<file path="src/rtl/win_overlay_ctrl.sv">
// Win-screen overlay controller.
// Scales the screen position down to a picture ROM address and feeds the ROM
// index straight to the external win palette. The palette colour is then
// alpha-blended against the game background. A fade-in / hold / fade-out
// state machine moves alpha one step per FADE_FRAMES frames, so the picture
// changes only on frame boundaries.
// Pixel path (3 cycles): C1 address + flags, C2 ROM/palette data meets the
// delayed background, C3 registered blend.
module win_overlay_ctrl #(
  parameter int IMG_W       = 160,
  parameter int IMG_H       = 120,
  parameter int SCALE_LOG2  = 2,
  parameter int ADDR_W      = 15,
  parameter int FADE_FRAMES = 4
) (
  input  logic              Clk,
  input  logic              Reset,
  input  logic              frame_start,
  input  logic              win,
  input  logic              key_continue,
  input  logic [9:0]        DrawX,
  input  logic [9:0]        DrawY,
  input  logic              blank,
  input  logic [3:0]        bg_red,
  input  logic [3:0]        bg_green,
  input  logic [3:0]        bg_blue,
  output logic [ADDR_W-1:0] rom_addr,
  input  logic [4:0]        rom_index,
  output logic [4:0]        pal_index,
  input  logic [3:0]        pal_red,
  input  logic [3:0]        pal_green,
  input  logic [3:0]        pal_blue,
  output logic [3:0]        red,
  output logic [3:0]        green,
  output logic [3:0]        blue,
  output logic              busy
);

  // Frame counter is at least one bit wide even when FADE_FRAMES is 1.
  localparam int CNT_W = (FADE_FRAMES > 1) ? $clog2(FADE_FRAMES) : 1;
  localparam logic [CNT_W-1:0]  CNT_LAST  = CNT_W'(FADE_FRAMES - 1);
  localparam logic [9:0]        IMG_W_C   = 10'(IMG_W);
  localparam logic [9:0]        IMG_H_C   = 10'(IMG_H);
  localparam logic [ADDR_W-1:0] IMG_W_A   = ADDR_W'(IMG_W);
  localparam logic [4:0]        ALPHA_MAX = 5'd16;

  localparam logic [1:0] S_IDLE     = 2'd0;
  localparam logic [1:0] S_FADE_IN  = 2'd1;
  localparam logic [1:0] S_SHOW     = 2'd2;
  localparam logic [1:0] S_FADE_OUT = 2'd3;

  // (pic*a + bg*(16-a)) >> 4 for a in 0..16; the sum never exceeds 240.
  function automatic logic [3:0] blend(input logic [3:0] pic,
                                       input logic [3:0] bgc,
                                       input logic [4:0] a);
    logic [8:0] sum;
    sum = 9'(pic) * 9'(a) + 9'(bgc) * 9'(ALPHA_MAX - a);
    return 4'(sum >> 4);
  endfunction

  // Fade control state
  logic [1:0]        r_state;
  logic [4:0]        r_alpha;
  logic [CNT_W-1:0]  r_cnt;
  logic [1:0]        w_state_n;
  logic [4:0]        w_alpha_n;
  logic [CNT_W-1:0]  w_cnt_n;
  logic              w_cnt_last;

  // Pixel pipeline
  logic [9:0]        w_col;
  logic [9:0]        w_row;
  logic              w_in_img;
  logic [ADDR_W-1:0] w_addr;
  logic [ADDR_W-1:0] r_rom_addr;
  logic              r_in_img_p1, r_in_img_p2;
  logic              r_blank_p1,  r_blank_p2;
  logic [3:0]        r_bgr_p1, r_bgg_p1, r_bgb_p1;
  logic [3:0]        r_bgr_p2, r_bgg_p2, r_bgb_p2;
  logic [4:0]        w_alpha_eff;
  logic [3:0]        w_red, w_green, w_blue;
  logic [3:0]        r_red, r_green, r_blue;

  assign w_cnt_last = (r_cnt == CNT_LAST);

  // Next-state logic: a state change always beats an alpha step and clears the counter.
  always_comb begin
    w_state_n = r_state;
    w_alpha_n = r_alpha;
    w_cnt_n   = r_cnt;
    case (r_state)
      S_IDLE: begin
        w_alpha_n = 5'd0;
        w_cnt_n   = '0;
        if (win) w_state_n = S_FADE_IN;
      end
      S_FADE_IN: begin
        if (key_continue) begin
          w_state_n = S_FADE_OUT;
          w_cnt_n   = '0;
        end else if (r_alpha >= ALPHA_MAX) begin
          // Re-entered from a fade-out that had not yet stepped below 16.
          w_state_n = S_SHOW;
          w_alpha_n = ALPHA_MAX;
          w_cnt_n   = '0;
        end else if (frame_start) begin
          if (w_cnt_last) begin
            w_cnt_n   = '0;
            w_alpha_n = r_alpha + 5'd1;
            if (r_alpha == ALPHA_MAX - 5'd1) w_state_n = S_SHOW;
          end else begin
            w_cnt_n = r_cnt + CNT_W'(1);
          end
        end
      end
      S_SHOW: begin
        w_alpha_n = ALPHA_MAX;
        w_cnt_n   = '0;
        if (key_continue) w_state_n = S_FADE_OUT;
      end
      S_FADE_OUT: begin
        if (win) begin
          w_state_n = S_FADE_IN;
          w_cnt_n   = '0;
        end else if (r_alpha == 5'd0) begin
          // Dismissed a fade-in that had not yet left zero: nothing to fade.
          w_state_n = S_IDLE;
          w_cnt_n   = '0;
        end else if (frame_start) begin
          if (w_cnt_last) begin
            w_cnt_n   = '0;
            w_alpha_n = r_alpha - 5'd1;
            if (r_alpha == 5'd1) w_state_n = S_IDLE;
          end else begin
            w_cnt_n = r_cnt + CNT_W'(1);
          end
        end
      end
      default: begin
        w_state_n = S_IDLE;
        w_alpha_n = 5'd0;
        w_cnt_n   = '0;
      end
    endcase
  end

  // Fade state registers.
  always_ff @(posedge Clk) begin
    if (Reset) begin
      r_state <= S_IDLE;
      r_alpha <= 5'd0;
      r_cnt   <= '0;
    end else begin
      r_state <= w_state_n;
      r_alpha <= w_alpha_n;
      r_cnt   <= w_cnt_n;
    end
  end

  assign busy = (r_state != S_IDLE);

  // Screen position to picture coordinates; off-picture pixels read address 0.
  assign w_col    = DrawX >> SCALE_LOG2;
  assign w_row    = DrawY >> SCALE_LOG2;
  assign w_in_img = (w_col < IMG_W_C) && (w_row < IMG_H_C);
  assign w_addr   = w_in_img ? (ADDR_W'(w_row) * IMG_W_A + ADDR_W'(w_col)) : '0;

  // C1: register ROM address and capture flags/background.
  always_ff @(posedge Clk) begin
    if (Reset) begin
      r_rom_addr  <= '0;
      r_in_img_p1 <= 1'b0;
      r_blank_p1  <= 1'b0;
      r_bgr_p1    <= 4'd0;
      r_bgg_p1    <= 4'd0;
      r_bgb_p1    <= 4'd0;
    end else begin
      r_rom_addr  <= w_addr;
      r_in_img_p1 <= w_in_img;
      r_blank_p1  <= blank;
      r_bgr_p1    <= bg_red;
      r_bgg_p1    <= bg_green;
      r_bgb_p1    <= bg_blue;
    end
  end

  assign rom_addr  = r_rom_addr;
  assign pal_index = rom_index;

  // C2: second delay so flags and background line up with the palette colour.
  always_ff @(posedge Clk) begin
    if (Reset) begin
      r_in_img_p2 <= 1'b0;
      r_blank_p2  <= 1'b0;
      r_bgr_p2    <= 4'd0;
      r_bgg_p2    <= 4'd0;
      r_bgb_p2    <= 4'd0;
    end else begin
      r_in_img_p2 <= r_in_img_p1;
      r_blank_p2  <= r_blank_p1;
      r_bgr_p2    <= r_bgr_p1;
      r_bgg_p2    <= r_bgg_p1;
      r_bgb_p2    <= r_bgb_p1;
    end
  end

  // Alpha is sampled here; it only moves on frame_start, so a frame never tears.
  assign w_alpha_eff = r_in_img_p2 ? r_alpha : 5'd0;
  assign w_red       = r_blank_p2 ? blend(pal_red,   r_bgr_p2, w_alpha_eff) : 4'd0;
  assign w_green     = r_blank_p2 ? blend(pal_green, r_bgg_p2, w_alpha_eff) : 4'd0;
  assign w_blue      = r_blank_p2 ? blend(pal_blue,  r_bgb_p2, w_alpha_eff) : 4'd0;

  // C3: register the final pixel colour.
  always_ff @(posedge Clk) begin
    if (Reset) begin
      r_red   <= 4'd0;
      r_green <= 4'd0;
      r_blue  <= 4'd0;
    end else begin
      r_red   <= w_red;
      r_green <= w_green;
      r_blue  <= w_blue;
    end
  end

  assign red   = r_red;
  assign green = r_green;
  assign blue  = r_blue;

endmodule

</file>
<file path="config.mk">
export PLATFORM = sky130hd
export DESIGN_NAME = win_overlay_ctrl
export DESIGN_NICKNAME = d
export VERILOG_FILES = /design/src/rtl/win_overlay_ctrl.sv
export SDC_FILE = /design/constraint.sdc
export NUM_CORES = 1
export LEC_CHECK = 0
export BUFFER_PORTS_ARGS = -buffer_cell sky130_fd_sc_hd__buf_2
export CORE_MARGIN = 2
export CORE_UTILIZATION = 35
export DETAILED_ROUTE_END_ITERATION = 6
export GPL_ROUTABILITY_DRIVEN = 1
export GPL_TIMING_DRIVEN = 0
export PLACE_DENSITY_LB_ADDON = 0.2
export SLEW_MARGIN = 20
export SYNTH_ARGS = -nofsm -noshare
export SYNTH_HDL_FRONTEND = slang
export SYNTH_SLANG_ARGS = --single-unit
</file>
<file path="constraint.sdc">
create_clock -name Clk -period 5.8 [get_ports Clk]
set_input_delay 0.58 -clock Clk [delete_from_list [all_inputs] [get_ports Clk]]
set_output_delay 0.58 -clock Clk [all_outputs]
set_load 0.01 [all_outputs]
</file>
==> results.py, run 1 <==
metrics = {
    "final_layout": {
        "largest_register_ffs": 15,
        "syn2layout_area_growth_pct": 15.98,
        "drive_gt1_share_pct": 14.88,
        "n_antenna_cell": 0,
        "nets": 984,
        "final_design_area_no_fill_mm2": 0.007437,
    },
    "synthesis": {
        "syn-num-nets": 898,
        "ys_ff_latch": 64,
        "synthArstFlopShare_pct": 0,
        "synth.most_common_cell": "inv_1",
        "yosysUniqueCellTypes": 48,
        "synth_area_leaders": "fa_1, dfxtp_1, ha_1",
        "synthCells": 702,
        "synthDominantCellAreaShare_pct": 22.79,
        "netlist_area_mm2": 0.006412,
        "synth_seq_area_share_pct": 19.98,
        "synth_edf_count": 0,
        "synthTopCellsByCount": "inv_1, fa_1, ha_1",
        "yosysTopAreaCell": "fa_1",
        "ys.flop_type": "dfxtp_1",
        "synth_warnings": 0,
        "syn-mean-instance-area_um2": 9.134,
    },
    "floorplanning": {
        "dieWidth_um": 139.4,
        "rows": 49,
        "initial_utilization_pct": 35.70,
        "die_h_um": 139.4,
        "fp.coreArea_mm2": 0.01796,
        "pin_count": 88,
        "die_area_mm2": 0.01942,
    },
    "placement": {
        "dp_hpwl_um": 11800,
        "gp_congestion": 0.7999,
        "io_buffers": 77,
        "placed_cell_area_mm2": 0.007084,
    },
    "detailed_routing": {
        "wl_met2_um": 6825,
        "wl_met1_um": 6915,
        "num_vias": 4750,
        "drc": 0,
        "drt-pass1-iter-count": 4,
        "dr.first_iter.drc_count": 187,
        "avgViaCountPerCell": 4.648,
        "highest_layer": "met4",
        "wl_met3_um": 833,
        "post_drt_wl_per_cell_um": 14.39,
        "antenna_left": 0,
        "wl_um": 14710,
    },
    "clock_tree": {
        "insertion_delay_ns": 0.34,
        "clk_pin_slew_ns": 0.06,
        "post-cts-setup-buffers": 0,
        "clock_sinks": 64,
        "cts_buffer_depth": 2,
        "htree_levels": 3,
        "holdBufCountCts": 0,
        "cts_buffers": 9,
        "clock_tree.root_cell": "clkbuf_16",
        "cts_tree": "done",
    },
    "sta": {
        "finalCritPeriodShare_pct": 94.00,
        "worst_slew_pin_slew_ns": 0.7344,
        "drv_slew": 0,
        "rsz0062_at_grt": "no",
        "post-route-min-period_ns": 5.452,
        "setup_viol": 0,
        "fin_skew_ns": 0.01052,
        "tns_ns": 0,
        "max_freq_mhz": 183.4,
        "max_slew_margin_pct": 50.93,
        "hold_violations": 0,
    },
    "worst_setup_path": {
        "required_ns": 6.00,
        "path_cells": "buf_2 > clkbuf_4 > nand2_1 > ha_2 > or4b_1 > o221ai_2 > buf_2 > nand2_1 > fa_1 > inv_1 > fa_1 > fa_1 > inv_1 > fa_1 > xnor2_1 > xnor3_1 > xnor3_1 > xnor2_1 > xnor2_1 > nor2_1",
        "critical_path.slowest_cell": "fa_1",
        "max_stage_delay_ns": 0.51,
        "endpoint_kind": "flop",
        "criticalPathCategory": "reg2reg",
        "crit_path_start_kind": "flop",
        "crit_arrival_ns": 5.65,
        "cpMostUsedCell": "fa_1",
        "crit_path_max_fanout": 10,
    },
    "power": {
        "powerDensity_mw_per_mm2": 193.7,
        "power_frac_clock_pct": 41.4,
        "finalPower_uw": 1441,
        "p_seq_share_pct": 33.9,
        "p_comb_share_pct": 24.7,
        "leakagePower_uw": 0.003793,
        "vdd_drop_max_v": 0.0001469,
        "p_switching_uw": 455.5,
        "intPower_uw": 985.3,
        "p_sw_share_pct": 31.62,
    },
    "job": {
        "drv_cap": 0,
    },
    "global_route": {
        "grt_max_degree": 13,
        "grtUsageTotal_pct": 15.74,
        "grt_pass1_wl_um": 24200,
        "antenna_found_initial": 0,
        "grt.overflow.total": 0,
        "grt_pass1_vias": 4737,
    },
    "run_status": {
        "status": "finished clean",
    },
    "min_path": {
        "hp-class": "reg2reg",
    },
}
[what timing repair did]
item,in CTS,in global routing
setup endpoints to repair,10,7
gates resized for setup,9,15
cloned,0,1
pin swaps,0,1
[worst paths after layout]
path | depth (start not counted) | slack (ns) | start | endpoint
setup reg to reg | 20 | 0.35 | r_alpha[1] | blue[3]
hold reg to reg | 1 | 0.43 | r_blank_p1 | r_blank_p2
hold / removal | 1 | 0.43 | r_blank_p1 | r_blank_p2
setup / recovery | 20 | 0.35 | r_alpha[1] | blue[3]
[critical path: cells and delay by family (launching register included)]
kind | cells | cell delay (ns)
adders and majority gates | 5 | 2.07
xor gates and xnor gates | 5 | 1.29
buffers and inverters | 5 | 0.75
AOI/OAI and AO/OA | 1 | 0.14
and+or+nand+nor | 4 | 0.70
DFF | 1 | 0.34
[metrics by stage]
step / hold WS (ns) / util (%) / instances / setup slack, ns
after global routing: 0.4325 / 41.40 / 1022 / 0.02143
after CTS: 0.4235 / 41.28 / 1023 / 0.003809
final: 0.4330 / 41.40 / 1022 / 0.3483
after detailed placement: 0.4239 / 39.44 / 1008 / -0.6428
after global placement: 0.4220 / 39.44 / 1008 / -0.6070
after floorplan: 0.4138 / - / 702 / 0.5250
[power by group through the flow]
stage / logic, µW / clock network [µW] / registers [µW]
2_1_floorplan: 247 / 0 / 493
3_3_place_gp: 357 / 0 / 497
3_5_place_dp: 354 / 0 / 497
4_1_cts: 357 / 619 / 488
5_1_grt: 403 / 628 / 491
6_report: 356 / 597 / 488
[placed cells by master (no fill, tap or decap), types with 8 or more instances in the layout]
master	count
dfxtp_1	64
clkbuf_1	16
nor2b_1	37
fa_1	73
nor2_1	35
o21ai_0	8
and2_1	40
a21oi_1	18
buf_4	8
nand3_1	13
buf_2	81
ha_1	67
xnor2_1	29
clkbuf_16	9
nand2_1	42
inv_1	119
and3_1	44
[area by class of cell]
class                           instances  area [µm²]
Buffer                                 30       168.9
Clock buffer                           10       229.0
Clock inverter                          6       92.59
Fill cell                            1861       10530
Inverter                              119       446.7
Multi-Input combinational cell        486        4542
Sequential cell                        64        1281
Tap cell                              229       286.5
Timing Repair Buffer                   78       390.4
[cell families after synthesis]
group | count (synthesis) | share of synthesized area, %
compound gates | 58 | 6.049
xor+xnor | 41 | 6.888
fa+ha+maj | 141 | 36.06
buf+inv | 152 | 9.463
flops | 64 | 19.98
mux | 6 | 0.9366
simple gates | 240 | 20.62
[metal layers]
layer	track usage [%]	up-vias
met5	0	-
met4	3.509	0
met3	3.372	9
met2	25.88	106
met1	21.36	2248
li1	-	2387
(Power assumes the default switching activity.)
==> run 2: changes to the inputs <==
--- a/config.mk
+++ b/config.mk
@@ -12,6 +12,7 @@
 export GPL_ROUTABILITY_DRIVEN = 1
 export GPL_TIMING_DRIVEN = 0
 export PLACE_DENSITY_LB_ADDON = 0.2
+export RECOVER_POWER = 100
 export SLEW_MARGIN = 20
 export SYNTH_ARGS = -nofsm -noshare
 export SYNTH_HDL_FRONTEND = slang
==> results.py, run 2 (same netlist as run 1, synthesis figures left out) <==
metrics = {
    "run_status": {
        "status": "finished clean",
    },
    "worst_setup_path": {
        "endpoint_kind": "flop",
        "crit_arrival_ns": 5.71,
        "max_stage_delay_ns": 0.51,
        "crit_path_start_kind": "flop",
        "crit_path_max_fanout": 10,
        "cpMostUsedCell": "fa_1",
        "critical_path.slowest_cell": "fa_1",
        "criticalPathCategory": "reg2reg",
        "path_cells": "buf_2 > clkbuf_4 > nand2_1 > ha_2 > or4b_1 > o221ai_2 > clkbuf_1 > nand2_1 > fa_1 > inv_1 > fa_1 > fa_1 > inv_1 > fa_1 > xnor2_1 > xnor3_1 > xnor3_1 > xnor2_1 > xnor2_1 > nor2_1",
        "required_ns": 5.99,
    },
    "final_layout": {
        "fillers": 1884,
        "drive_gt1_share_pct": 10.34,
        "final_common_cell": "inv_1",
        "final_core_util_pct": 41.15,
        "final_cells": 1022,
        "largest_register_ffs": 15,
        "syn2layout_area_growth_pct": 15.28,
        "n_antenna_cell": 0,
        "nets": 984,
        "final_cell_mix": "inv_1, fa_1, ha_1, dfxtp_1, clkbuf_1",
    },
    "sta": {
        "post-route-min-period_ns": 5.515,
        "max_freq_mhz": 181.3,
        "hold_violations": 0,
        "finalCritPeriodShare_pct": 95.09,
        "setup_viol": 0,
        "setup_ws_ns": 0.2851,
        "worst_slew_pin_slew_ns": 0.9515,
        "fin_skew_ns": 0.009458,
        "drv_slew": 0,
        "max_slew_margin_pct": 35.90,
        "rsz0062_at_grt": "no",
    },
    "job": {
        "drv_cap": 0,
    },
    "detailed_routing": {
        "post_drt_wl_per_cell_um": 14.40,
        "wl_um": 14720,
        "num_vias": 4762,
        "drt-pass1-iter-count": 4,
        "avgViaCountPerCell": 4.659,
        "antenna_left": 0,
        "drc": 0,
        "dr.first_iter.drc_count": 213,
    },
    "global_route": {
        "antenna_found_initial": 0,
        "grtUsageTotal_pct": 15.74,
        "grt_max_degree": 13,
        "grt_pass1_vias": 4737,
        "grt_pass1_wl_um": 24200,
        "grt.overflow.total": 0,
    },
    "clock_tree": {
        "clock_sinks": 64,
        "cts_tree": "done",
        "insertion_delay_ns": 0.34,
        "cts_buffers": 9,
        "holdBufCountCts": 0,
        "htree_levels": 3,
        "clk_pin_slew_ns": 0.06,
        "cts_buffer_depth": 2,
        "clock_tree.root_cell": "clkbuf_16",
        "post-cts-setup-buffers": 0,
    },
    "power": {
        "finalPower_uw": 1437,
        "powerDensity_mw_per_mm2": 194.4,
        "vdd_drop_max_v": 0.0001467,
        "leakagePower_uw": 0.003651,
    },
    "floorplanning": {
        "rows": 49,
        "pin_count": 88,
        "dieWidth_um": 139.4,
        "fp.coreArea_mm2": 0.01796,
        "die_area_mm2": 0.01942,
        "die_h_um": 139.4,
        "initial_utilization_pct": 35.70,
    },
    "placement": {
        "gp_congestion": 0.7999,
        "dp_hpwl_um": 11800,
        "pre_cts_slack_ns": -0.6428,
        "dpl.cell_count": 1008,
        "io_buffers": 77,
    },
    "min_path": {
        "hp-class": "reg2reg",
    },
}
## run 2: cell types whose count changed in the layout (fill, tap and decap cells not counted), sizes merged
| cell | previous run | this run |
|---|---|---|
| clkbuf | 27 | 63 |
| buf | 91 | 55 |
## run 2: layout make-up
| cell class | instances | area (µm²) | area share [%] |
|---|---|---|---|
| clock buffer | 10 | 229.0 | 3.098 |
| inverter | 119 | 446.7 | 6.043 |
| tap | 229 | 286.5 | 3.876 |
| clock inverter | 6 | 92.59 | 1.253 |
| timing repair buffer | 78 | 345.3 | 4.672 |
| multi-input combinational | 486 | 4542 | 61.44 |
| sequential | 64 | 1281 | 17.33 |
| buffer | 30 | 168.9 | 2.285 |
## run 2: worst paths after layout
check | endpoint | slack (ns) | from | cells past startpoint
setup reg to reg | blue[3] | 0.29 | r_alpha[1] | 20
setup / recovery | blue[3] | 0.29 | r_alpha[1] | 20
hold / removal | r_bgb_p2[0] | 0.43 | r_bgb_p1[0] | 1
hold reg to reg | r_bgb_p2[0] | 0.43 | r_bgb_p1[0] | 1
## run 2: worst max-delay path, delay by kind of cell, from the launching register on
family                     cells  cell delay, ns
adders and majority gates      5            2.07
AOI/OAI and AO/OA              1            0.14
and+or+nand+nor                4            0.72
DFF                            1            0.34
buffers and inverters          5            0.80
xor gates and xnor gates       5            1.29
## run 2: per-stage QoR
step	hold slack [ns]	area, µm²	TNS [ns]
3_3_place_gp	0.4220	7084	-3.372
2_1_floorplan	0.4138	6412	0
3_5_place_dp	0.4239	7084	-3.530
5_1_grt	0.4325	7392	0
4_1_cts	0.4235	7416	0
6_report	0.4337	7392	0
## run 2: repair_timing
item                                   4_1_cts  5_1_grt
gates resized for setup                      9       15
setup endpoints to repair                   10        7
pin swaps                                    0        1
cloned                                       0        1
endpoints found under the hold margin        0        0
## run 2: per-layer routing
layer | global-route usage, % | wire (µm)
met3 | 3.372 | 794
met4 | 3.509 | 130
met1 | 21.36 | 6921
met5 | 0 | 0
met2 | 25.88 | 6870
## run 2: power breakdown
part           switching, µW  internal [µW]  leakage, µW  total [µW]
clock                    217            379     0.000149         596
combinational            216            137      0.00298         353
sequential              22.9            466     0.000524         489
==> run 3: changes to the inputs <==
--- a/config.mk
+++ b/config.mk
@@ -12,7 +12,7 @@
 export GPL_ROUTABILITY_DRIVEN = 1
 export GPL_TIMING_DRIVEN = 0
 export PLACE_DENSITY_LB_ADDON = 0.2
-export RECOVER_POWER = 100
+export REMOVE_ABC_BUFFERS = 1
 export SLEW_MARGIN = 20
 export SYNTH_ARGS = -nofsm -noshare
 export SYNTH_HDL_FRONTEND = slang
==> results.py, run 3 (same netlist as run 1, synthesis figures left out) <==
metrics = {
    "min_path": {
        "hp-start": "r_bgb_p1[2]",
        "hp-class": "reg2reg",
    },
    "sta": {
        "drv_slew": 0,
        "worst_slew_pin_slew_ns": 0.8753,
        "fin_skew_ns": 0.01851,
        "finalCritPeriodShare_pct": 95.50,
        "hold_violations": 0,
        "hold_ws_ns": 0.4271,
        "max_freq_mhz": 180.5,
        "max_slew_margin_pct": 41.57,
        "setup_viol": 0,
        "post-route-min-period_ns": 5.539,
        "tns_ns": 0,
    },
    "detailed_routing": {
        "dr.first_iter.drc_count": 144,
        "wl_um": 13390,
        "drt-pass1-iter-count": 4,
        "drc": 0,
        "avgViaCountPerCell": 4.627,
        "post_drt_wl_per_cell_um": 13.49,
        "antenna_left": 0,
        "num_vias": 4595,
    },
    "clock_tree": {
        "clock_sinks": 64,
        "cts_buffer_depth": 2,
        "cts_tree": "done",
        "cts_buffers": 9,
        "htree_levels": 3,
        "clk_pin_slew_ns": 0.06,
        "clock_tree.root_cell": "clkbuf_16",
        "insertion_delay_ns": 0.34,
    },
    "worst_setup_path": {
        "critical_path.slowest_cell": "fa_1",
        "r2r_slack_ns": 0.26,
        "crit_arrival_ns": 5.74,
        "path_delay_family": "adder cells",
        "r2r-start": "r_in_img_p2",
        "crit_path_max_fanout": 40,
        "crit_path_start_kind": "flop",
        "path_cells": "buf_12 > and2_2 > inv_1 > ha_4 > or4b_1 > o221ai_4 > buf_4 > and2_1 > ha_1 > inv_1 > fa_1 > inv_1 > fa_1 > inv_1 > fa_1 > xnor2_1 > xnor3_1 > xnor3_1 > xnor2_1 > xnor2_1 > nor2_1",
        "max_stage_delay_ns": 0.54,
        "startpoint": "r_in_img_p2",
        "cpMostUsedCell": "inv_1",
        "endpoint_kind": "flop",
        "cp_num_buf_inv": 6,
        "criticalPathCategory": "reg2reg",
        "required_ns": 6.00,
    },
    "final_layout": {
        "largest_register_ffs": 15,
        "final_design_area_no_fill_mm2": 0.007335,
        "drive_gt1_share_pct": 14.40,
        "syn2layout_area_growth_pct": 14.38,
        "fillers": 1825,
        "nets": 955,
        "final_cell_mix": "inv_1, fa_1, buf_2, ha_1, dfxtp_1",
        "n_antenna_cell": 0,
        "final_common_cell": "inv_1",
    },
    "power": {
        "vdd_drop_max_v": 0.0001431,
        "powerDensity_mw_per_mm2": 188.4,
        "leakagePower_uw": 0.003714,
    },
    "placement": {
        "placed_cell_area_mm2": 0.006938,
        "gp_congestion": 0.7554,
        "dp_hpwl_um": 10140,
        "io_buffers": 73,
    },
    "floorplanning": {
        "fp.coreArea_mm2": 0.01796,
        "rows": 49,
        "die_h_um": 139.4,
        "initial_utilization_pct": 35.70,
        "pin_count": 88,
        "dieWidth_um": 139.4,
        "die_area_mm2": 0.01942,
    },
    "global_route": {
        "grt_pass1_wl_um": 23100,
        "grt_max_degree": 41,
        "grt.overflow.total": 0,
        "grt_pass1_vias": 4670,
        "antenna_found_initial": 0,
        "grtUsageTotal_pct": 14.65,
    },
    "run_status": {
        "status": "finished clean",
    },
    "job": {
        "drv_cap": 0,
    },
}
[run 3: cell types whose count changed in the layout (fill, tap and decap cells not counted), moves of 2 or more]
cell,delta
buf_6,-2
dfxtp_1,-3
nor3b_1,-2
clkbuf_1,-52
and2_0,-3
buf_2,+28
clkinv_2,+2
buf_4,-3
and2_1,+3
clkbuf_4,-2
dfxtp_4,+2
[run 3: path summary, 6_finish.rpt]
check             depth (start not counted)     endpoint
setup / recovery                         21      blue[3]
hold / removal                            1  r_bgb_p2[2]
setup reg to reg                         21      blue[3]
hold reg to reg                           1  r_bgb_p2[2]
[run 3: through the flow]
stage | utilization [%] | cells | total power (µW) | setup WS, ns
CTS | 40.50 | 989 | 1408 | 0.02108
detailed placement | 38.62 | 973 | 837.4 | -0.9022
global route | 40.83 | 993 | 1482 | -0.01985
finish | 40.83 | 993 | 1382 | 0.2608
global placement | 38.43 | 971 | 837.6 | -1.392
floorplan | - | 669 | 726.4 | 0.1480
[run 3: per-layer routing]
metal / vias up / wire (µm) / track usage, %
met2: 73 / 6030 / 23.32
li1: 2336 / - / -
met3: 7 / 458 / 2.822
met5: - / 0 / 0
met4: 0 / 89 / 3.349
met1: 2179 / 6815 / 20.69
[run 3: timing repair]
action                                  4_1_cts  5_1_grt
pin swaps                                     0        1
gates resized for setup                       6        8
hold buffers                                  0        0
setup buffers                                 0        4
endpoints found under the setup margin       12        6
[run 3: power breakdown]
| part | total (µW) | internal (µW) | switching (µW) |
|---|---|---|---|
| Sequential | 510 | 466 | 43.4 |
| Combinational | 323 | 135 | 188 |
| Clock | 549 | 332 | 217 |
| Total | 1380 | 933 | 448 |
[run 3: final cells by class]
class | count | area, µm² | share of cell area (%)
multi-input cells | 486 | 4591 | 62.59
flip-flops and latches | 64 | 1290 | 17.59
inverters | 119 | 446.7 | 6.090
repair buffers | 79 | 422.9 | 5.766
well taps | 229 | 286.5 | 3.907
clock buffers | 9 | 225.2 | 3.071
clock inverters | 7 | 72.57 | 0.9894
